`src/rtl/cdb_pkg.sv`:
```
// Shared CDB packet type and default field widths, used by the issuer,
// the reservation stations and the CDB arbiter.
package cdb_pkg;

    localparam int CDB_TAG_W = 4;
    localparam int CDB_VAL_W = 8;
    localparam int CDB_ROB_W = 8;

    typedef struct packed {
        logic [CDB_VAL_W-1:0] val;
        logic [CDB_TAG_W-1:0] tag;
        logic [CDB_ROB_W-1:0] robid;
    } cdb_pkt_t;

endpackage

```
`src/rtl/rr_arbiter.sv`:
```
// Combinational round-robin arbiter: the first asserted request at or after
// ptr (wrapping modulo N) wins; the caller owns and advances ptr.
module rr_arbiter #(
    parameter int N = 8,
    localparam int PTR_W = $clog2(N)
) (
    input  logic [N-1:0]     req,
    input  logic [PTR_W-1:0] ptr,
    output logic [N-1:0]     grant,
    output logic [PTR_W-1:0] grant_idx
);

    localparam int unsigned N_U = N;

    int unsigned      base;
    int unsigned      idx;
    logic [PTR_W-1:0] sel;
    logic             found;

    always_comb begin
        grant     = '0;
        grant_idx = '0;
        found     = 1'b0;
        base      = 32'(ptr);
        idx       = 0;
        sel       = '0;
        for (int unsigned k = 0; k < N_U; k++) begin
            idx = (base + k) % N_U;
            sel = PTR_W'(idx);
            if (!found && req[sel]) begin
                found      = 1'b1;
                grant[sel] = 1'b1;
                grant_idx  = sel;
            end
        end
    end

endmodule

```
`src/rtl/cdb_arbiter.sv`:
```
// Common data bus arbiter: one holding slot per FU, round-robin selection of
// one held result per cycle onto a registered CDB, per-FU backpressure.
module cdb_arbiter
    import cdb_pkg::*;
#(
    parameter int FU_COUNT = 8,
    parameter int TAG_W    = CDB_TAG_W,
    parameter int VAL_W    = CDB_VAL_W,
    parameter int ROB_W    = CDB_ROB_W,
    localparam int CNT_W   = $clog2(FU_COUNT + 1)
) (
    input  logic                               clk,
    input  logic                               rst,
    input  logic                               flush,
    input  logic [FU_COUNT-1:0]                fu_done,
    input  logic [FU_COUNT-1:0][VAL_W-1:0]     fu_result,
    input  logic [FU_COUNT-1:0][TAG_W-1:0]     fu_tag,
    input  logic [FU_COUNT-1:0][ROB_W-1:0]     fu_robid,
    output logic [FU_COUNT-1:0]                fu_accept,
    output logic [VAL_W-1:0]                   cdbval,
    output logic [TAG_W-1:0]                   cdbid,
    output logic [ROB_W-1:0]                   cdbrobid,
    output logic                               cdbtransmit,
    output logic [CNT_W-1:0]                   held_count
);

    localparam int PTR_W = $clog2(FU_COUNT);

    typedef struct packed {
        logic [VAL_W-1:0] val;
        logic [TAG_W-1:0] tag;
        logic [ROB_W-1:0] robid;
    } slot_t;

    slot_t [FU_COUNT-1:0] slot;
    logic  [FU_COUNT-1:0] valid;
    logic  [FU_COUNT-1:0] valid_next;
    logic  [FU_COUNT-1:0] grant;
    logic  [FU_COUNT-1:0] load;
    logic  [PTR_W-1:0]    ptr;
    logic  [PTR_W-1:0]    grant_idx;
    logic  [PTR_W-1:0]    ptr_next;
    logic  [CNT_W-1:0]    count_next;
    logic                 live;

    rr_arbiter #(.N(FU_COUNT)) u_rr (
        .req       (valid),
        .ptr       (ptr),
        .grant     (grant),
        .grant_idx (grant_idx)
    );

    assign live = !rst && !flush;

    // A slot being granted this cycle frees up in time to be refilled.
    always_comb begin
        fu_accept  = {FU_COUNT{live}} & (~valid | grant);
        load       = fu_done & fu_accept;
        valid_next = load | (valid & ~grant);
        ptr_next   = (grant_idx == PTR_W'(FU_COUNT - 1)) ? '0 : grant_idx + 1'b1;
    end

    always_comb begin
        count_next = '0;
        for (int unsigned i = 0; i < FU_COUNT; i++) begin
            count_next = count_next + CNT_W'(valid_next[i]);
        end
    end

    always_ff @(posedge clk) begin
        for (int unsigned i = 0; i < FU_COUNT; i++) begin
            if (load[i]) begin
                slot[i] <= '{val: fu_result[i], tag: fu_tag[i], robid: fu_robid[i]};
            end
        end
    end

    always_ff @(posedge clk) begin
        if (rst) begin
            valid       <= '0;
            ptr         <= '0;
            cdbtransmit <= 1'b0;
            cdbval      <= '0;
            cdbid       <= '0;
            cdbrobid    <= '0;
            held_count  <= '0;
        end else if (flush) begin
            valid       <= '0;
            cdbtransmit <= 1'b0;
            held_count  <= '0;
        end else begin
            valid       <= valid_next;
            held_count  <= count_next;
            cdbtransmit <= |grant;
            if (|grant) begin
                cdbval   <= slot[grant_idx].val;
                cdbid    <= slot[grant_idx].tag;
                cdbrobid <= slot[grant_idx].robid;
                ptr      <= ptr_next;
            end
        end
    end

endmodule

```
`config.mk`:
```
export PLATFORM = sky130hd
export DESIGN_NAME = cdb_arbiter
export DESIGN_NICKNAME = d
export VERILOG_FILES = /design/src/rtl/cdb_pkg.sv /design/src/rtl/rr_arbiter.sv /design/src/rtl/cdb_arbiter.sv
export SDC_FILE = /design/constraint.sdc
export NUM_CORES = 1
export LEC_CHECK = 0
export CAP_MARGIN = 20
export CORE_ASPECT_RATIO = 1.2
export CORE_MARGIN = 8
export CORE_UTILIZATION = 45
export DETAILED_ROUTE_END_ITERATION = 16
export PLACE_DENSITY = 0.75
export SYNTH_ARGS = -nofsm -noshare
export SYNTH_HDL_FRONTEND = slang
export SYNTH_SLANG_ARGS = --single-unit
```
`constraint.sdc`:
```
create_clock -name clk -period 5.8 [get_ports clk]
set_input_delay 1.16 -clock clk [delete_from_list [all_inputs] [get_ports clk]]
set_output_delay 1.16 -clock clk [all_outputs]
set_load 0.05 [all_outputs]
```
==> impl_metrics.ini, run 1 <==
[logic_synthesis]
synth.yosys.seq_area_share = 0.587
synthesis.area_um2 = 9420
synth_edf_count = 160
avgSynthCellArea_um2 = 14.7
synth_cells = 639
synth_cell_type_count = 79
yosys.area.top_type = edfxtp_1
synth.most_common_cell = edfxtp_1
asyncSetResetFlopFracSynth = 0
synth-seq-cells = 196
ys_dominant_reg_cell = edfxtp_1
synth.top_cells.by_area = edfxtp_1, mux4_2, dfxtp_1
synth_fp_nets = 824
synthesis.yosys.warnings = 0
yosys.area.top_type_share = 0.510
synth_commonest_cells = edfxtp_1, mux4_2, nor2_1, dfxtp_1, inv_1

[drt]
detail_route.wirelength_um = 28100
drtAntennaViolNets = 0
drc = 0
drtPass1Iterations = 6
routedWlPerCell_um = 24.9
initialDrtViolationCount = 524
detail_route.vias_per_cell = 5.70
route.vias.total = 6448

[final_layout]
final_net_count = 1033
design_area_um2 = 12400
antenna_cells_inserted = 0
area_growth_syn_to_layout_pct = 32.0
final_layout_size_suffix_gt1_frac = 0.216
num-fill-cells = 1647
layout.core_utilization = 0.599

[outcome]
run_status = completed

[clock_tree]
cts-root-to-sink-buffers = 2
numClockSinks = 196
cts_tree = built
clk_transition_reported_paths_ns = 0.08
cts_buffers = 17
root_buffer = clkbuf_16
clock_latency_ns = 0.43
cts_hold_repair.buffers = 0
postCtsResizedCells = 0
clock_tree.htree_level_count = 4
cts_setup_buffers = 0

[sta]
fmax_mhz = 186
grt_setup_unrepaired = no
finalMaxSlewViolations = 0
tns_ns = 0
finalWorstPathRequiredPeriod_ns = 5.38
worst_slew_pin_slew_ns = 0.818
finalClockSkew_ns = 0.0156
slew_headroom = 0.454
share_of_the_clock_period_used_by_the_worst_path_after_layout = 0.928
report.final.hold_viol_count = 0
final-setup-viol-count = 0
setup_slack_ns = 0.420

[setup_path]
required_arrival_time_at_the_worst_endpoint_ns = 6.11
worstSetupPathType = reg2reg
worst_setup_sp = ptr[0]$_SDFFE_PP0P_
timing.critical_path.from_type = register
cp.arrival_ns = 5.69
setup.reg_to_reg.worst_slack_ns = 0.42
crit-reg2reg-capture = held_count[2]$_SDFF_PP0_
critPathCaptureType = register
path_max_fanout = 14
startpoint_of_the_worst_slack_reg_to_reg_timing_path = ptr[0]$_SDFFE_PP0P_
worst_r2r_path_depth = 19

[placement]
gp_routability_congestion = 0.960
post-place-ws_ns = 0.417
placed_area_um2 = 11900
io_buffer_count = 203
hpwlAfterDp_um = 20700

[floorplan]
standard_cell_row_count = 58
die_w_um = 148
floorplan.die_area_um2 = 25800
initial_utilization = 0.454
floorplan.io_pins = 204
design.core.area_um2 = 20800
die_ht_um = 174

[power]
vdd_drop_max_v = 0.000300
cellLeakagePower_nw = 4.24
design_power_total_w = 0.00561
power_density_nw_per_um2 = 451

[worst_hold_path]
worstHoldStart = cdbid[0]$_SDFFE_PP0P_
hold_path.class = reg2reg
worstHoldPathCells = 2
worst_hold_path.endpoint = cdbid[0]$_SDFFE_PP0P_

[global_route]
via_count_of_the_first_global_routing_pass = 7100
grt_use_total = 0.220
globalRouteOverflowTotal = 0
largest_net_degree_at_the_start_of_global_routing = 34
grt_antenna_before_repair = 0
global_route_wire_length_before_repair_um = 42300

[flow_run]
max_cap_viol_count = 0
==> power breakdown <==
group	leakage [nW]	total, W	internal [W]	switching (W)
logic	2.21	0.00278	0.00124	0.00154
clock network	0.272	0.00113	0.000569	0.000559
registers	1.76	0.00170	0.00164	0.0000596
==> layout by cell type, fill, tap and decap left out, types with 5 or more instances in the layout <==
cell | synthesis | final
edfxtp_1 | 160 | 160
a21oi_1 | 19 | 17
a31oi_1 | 6 | 6
mux2_2 | 5 | 5
nor2_2 | 1 | 8
nand3_1 | 16 | 16
clkdlybuf4s50_1 | 0 | 195
inv_1 | 30 | 30
buf_12 | 0 | 9
dfxtp_1 | 36 | 36
nor2b_1 | 8 | 8
o21ai_0 | 11 | 11
nor3_1 | 11 | 11
and2_1 | 9 | 9
a22oi_1 | 23 | 23
o21ai_2 | 20 | 20
a211oi_1 | 6 | 6
nor2_1 | 48 | 41
buf_4 | 5 | 31
mux2i_1 | 11 | 11
clkbuf_16 | 0 | 17
mux4_2 | 55 | 55
nand2_1 | 28 | 28
ha_1 | 10 | 10
==> how the worst max path moves through the flow <==
| stage | endpoint | slack [ns] | cells after the start |
|---|---|---|---|
| floorplan | held_count[2]$_SDFF_PP0_ | 0.19 | 21 |
| global placement | held_count[2]$_SDFF_PP0_ | 0.54 | 19 |
| detailed placement | held_count[2]$_SDFF_PP0_ | 0.42 | 19 |
| CTS | held_count[2]$_SDFF_PP0_ | 0.41 | 19 |
| global route | held_count[2]$_SDFF_PP0_ | 0.07 | 19 |
| finish | held_count[2]$_SDFF_PP0_ | 0.42 | 19 |
==> kinds of logic after synthesis <==
family	Yosys count	share of synthesized area
AO/OA/AOI/OAI	120	0.101
XOR/XNOR	5	0.00545
adder cells (fa/ha/maj)	14	0.0218
buffers and inverters	77	0.0434
flip-flops	196	0.587
multiplexers	76	0.158
AND/OR/NAND/NOR	151	0.0838
==> registers in the layout, indices dropped and copies added, names as in the netlist <==
signal / cells
held_count: 4
cdbtransmit: 1
ptr: 3
cdbrobid: 8
slot: 160
valid: 8
cdbid: 4
cdbval: 8
==> critical path, cell delays in order, from the launching register on <==
cell	delay, ns
dfxtp_1	0.35
inv_2	0.11
ha_1	0.34
buf_4	0.23
mux4_2	0.43
mux2i_4	0.24
a22oi_4	0.15
a2111oi_1	0.57
a2111oi_2	0.15
and2_1	0.24
a21oi_1	0.25
fa_1	0.46
fa_1	0.52
fa_1	0.41
inv_1	0.07
ha_1	0.15
inv_1	0.05
fa_1	0.37
xor2_1	0.13
nor2_1	0.06
==> stage by stage <==
| stage | cells | hold slack [ns] |
|---|---|---|
| after detailed placement | 1099 | 0.457 |
| after global placement | 1099 | 0.452 |
| after global routing | 1131 | 0.484 |
| after CTS | 1131 | 0.468 |
| after floorplan | 639 | 0.649 |
| final | 1131 | 0.467 |
==> cell type report <==
class	count	area (um2)	area share
sequential	196	5530	0.444
multi-input combinational	366	3520	0.283
timing repair buffer	235	2360	0.190
clock buffer	17	425	0.0342
tap	270	338	0.0272
clock inverter	15	138	0.0111
inverter	32	120	0.00966
==> per-layer routing <==
layer,wire [um],share of wire,GRT usage
met5,0,0,0
met3,2010,0.071,0.0507
met1,10500,0.37,0.252
met2,14900,0.53,0.387
met4,797,0.028,0.0864
Note: power is estimated with default switching activity, not from simulation.
==> inputs of run 2 (changes only) <==
TNS_END_PERCENT = 10   (was not set)
==> results of run 2 <==
Same layout as run 1: the final DEF is identical, and so are final timing and power.
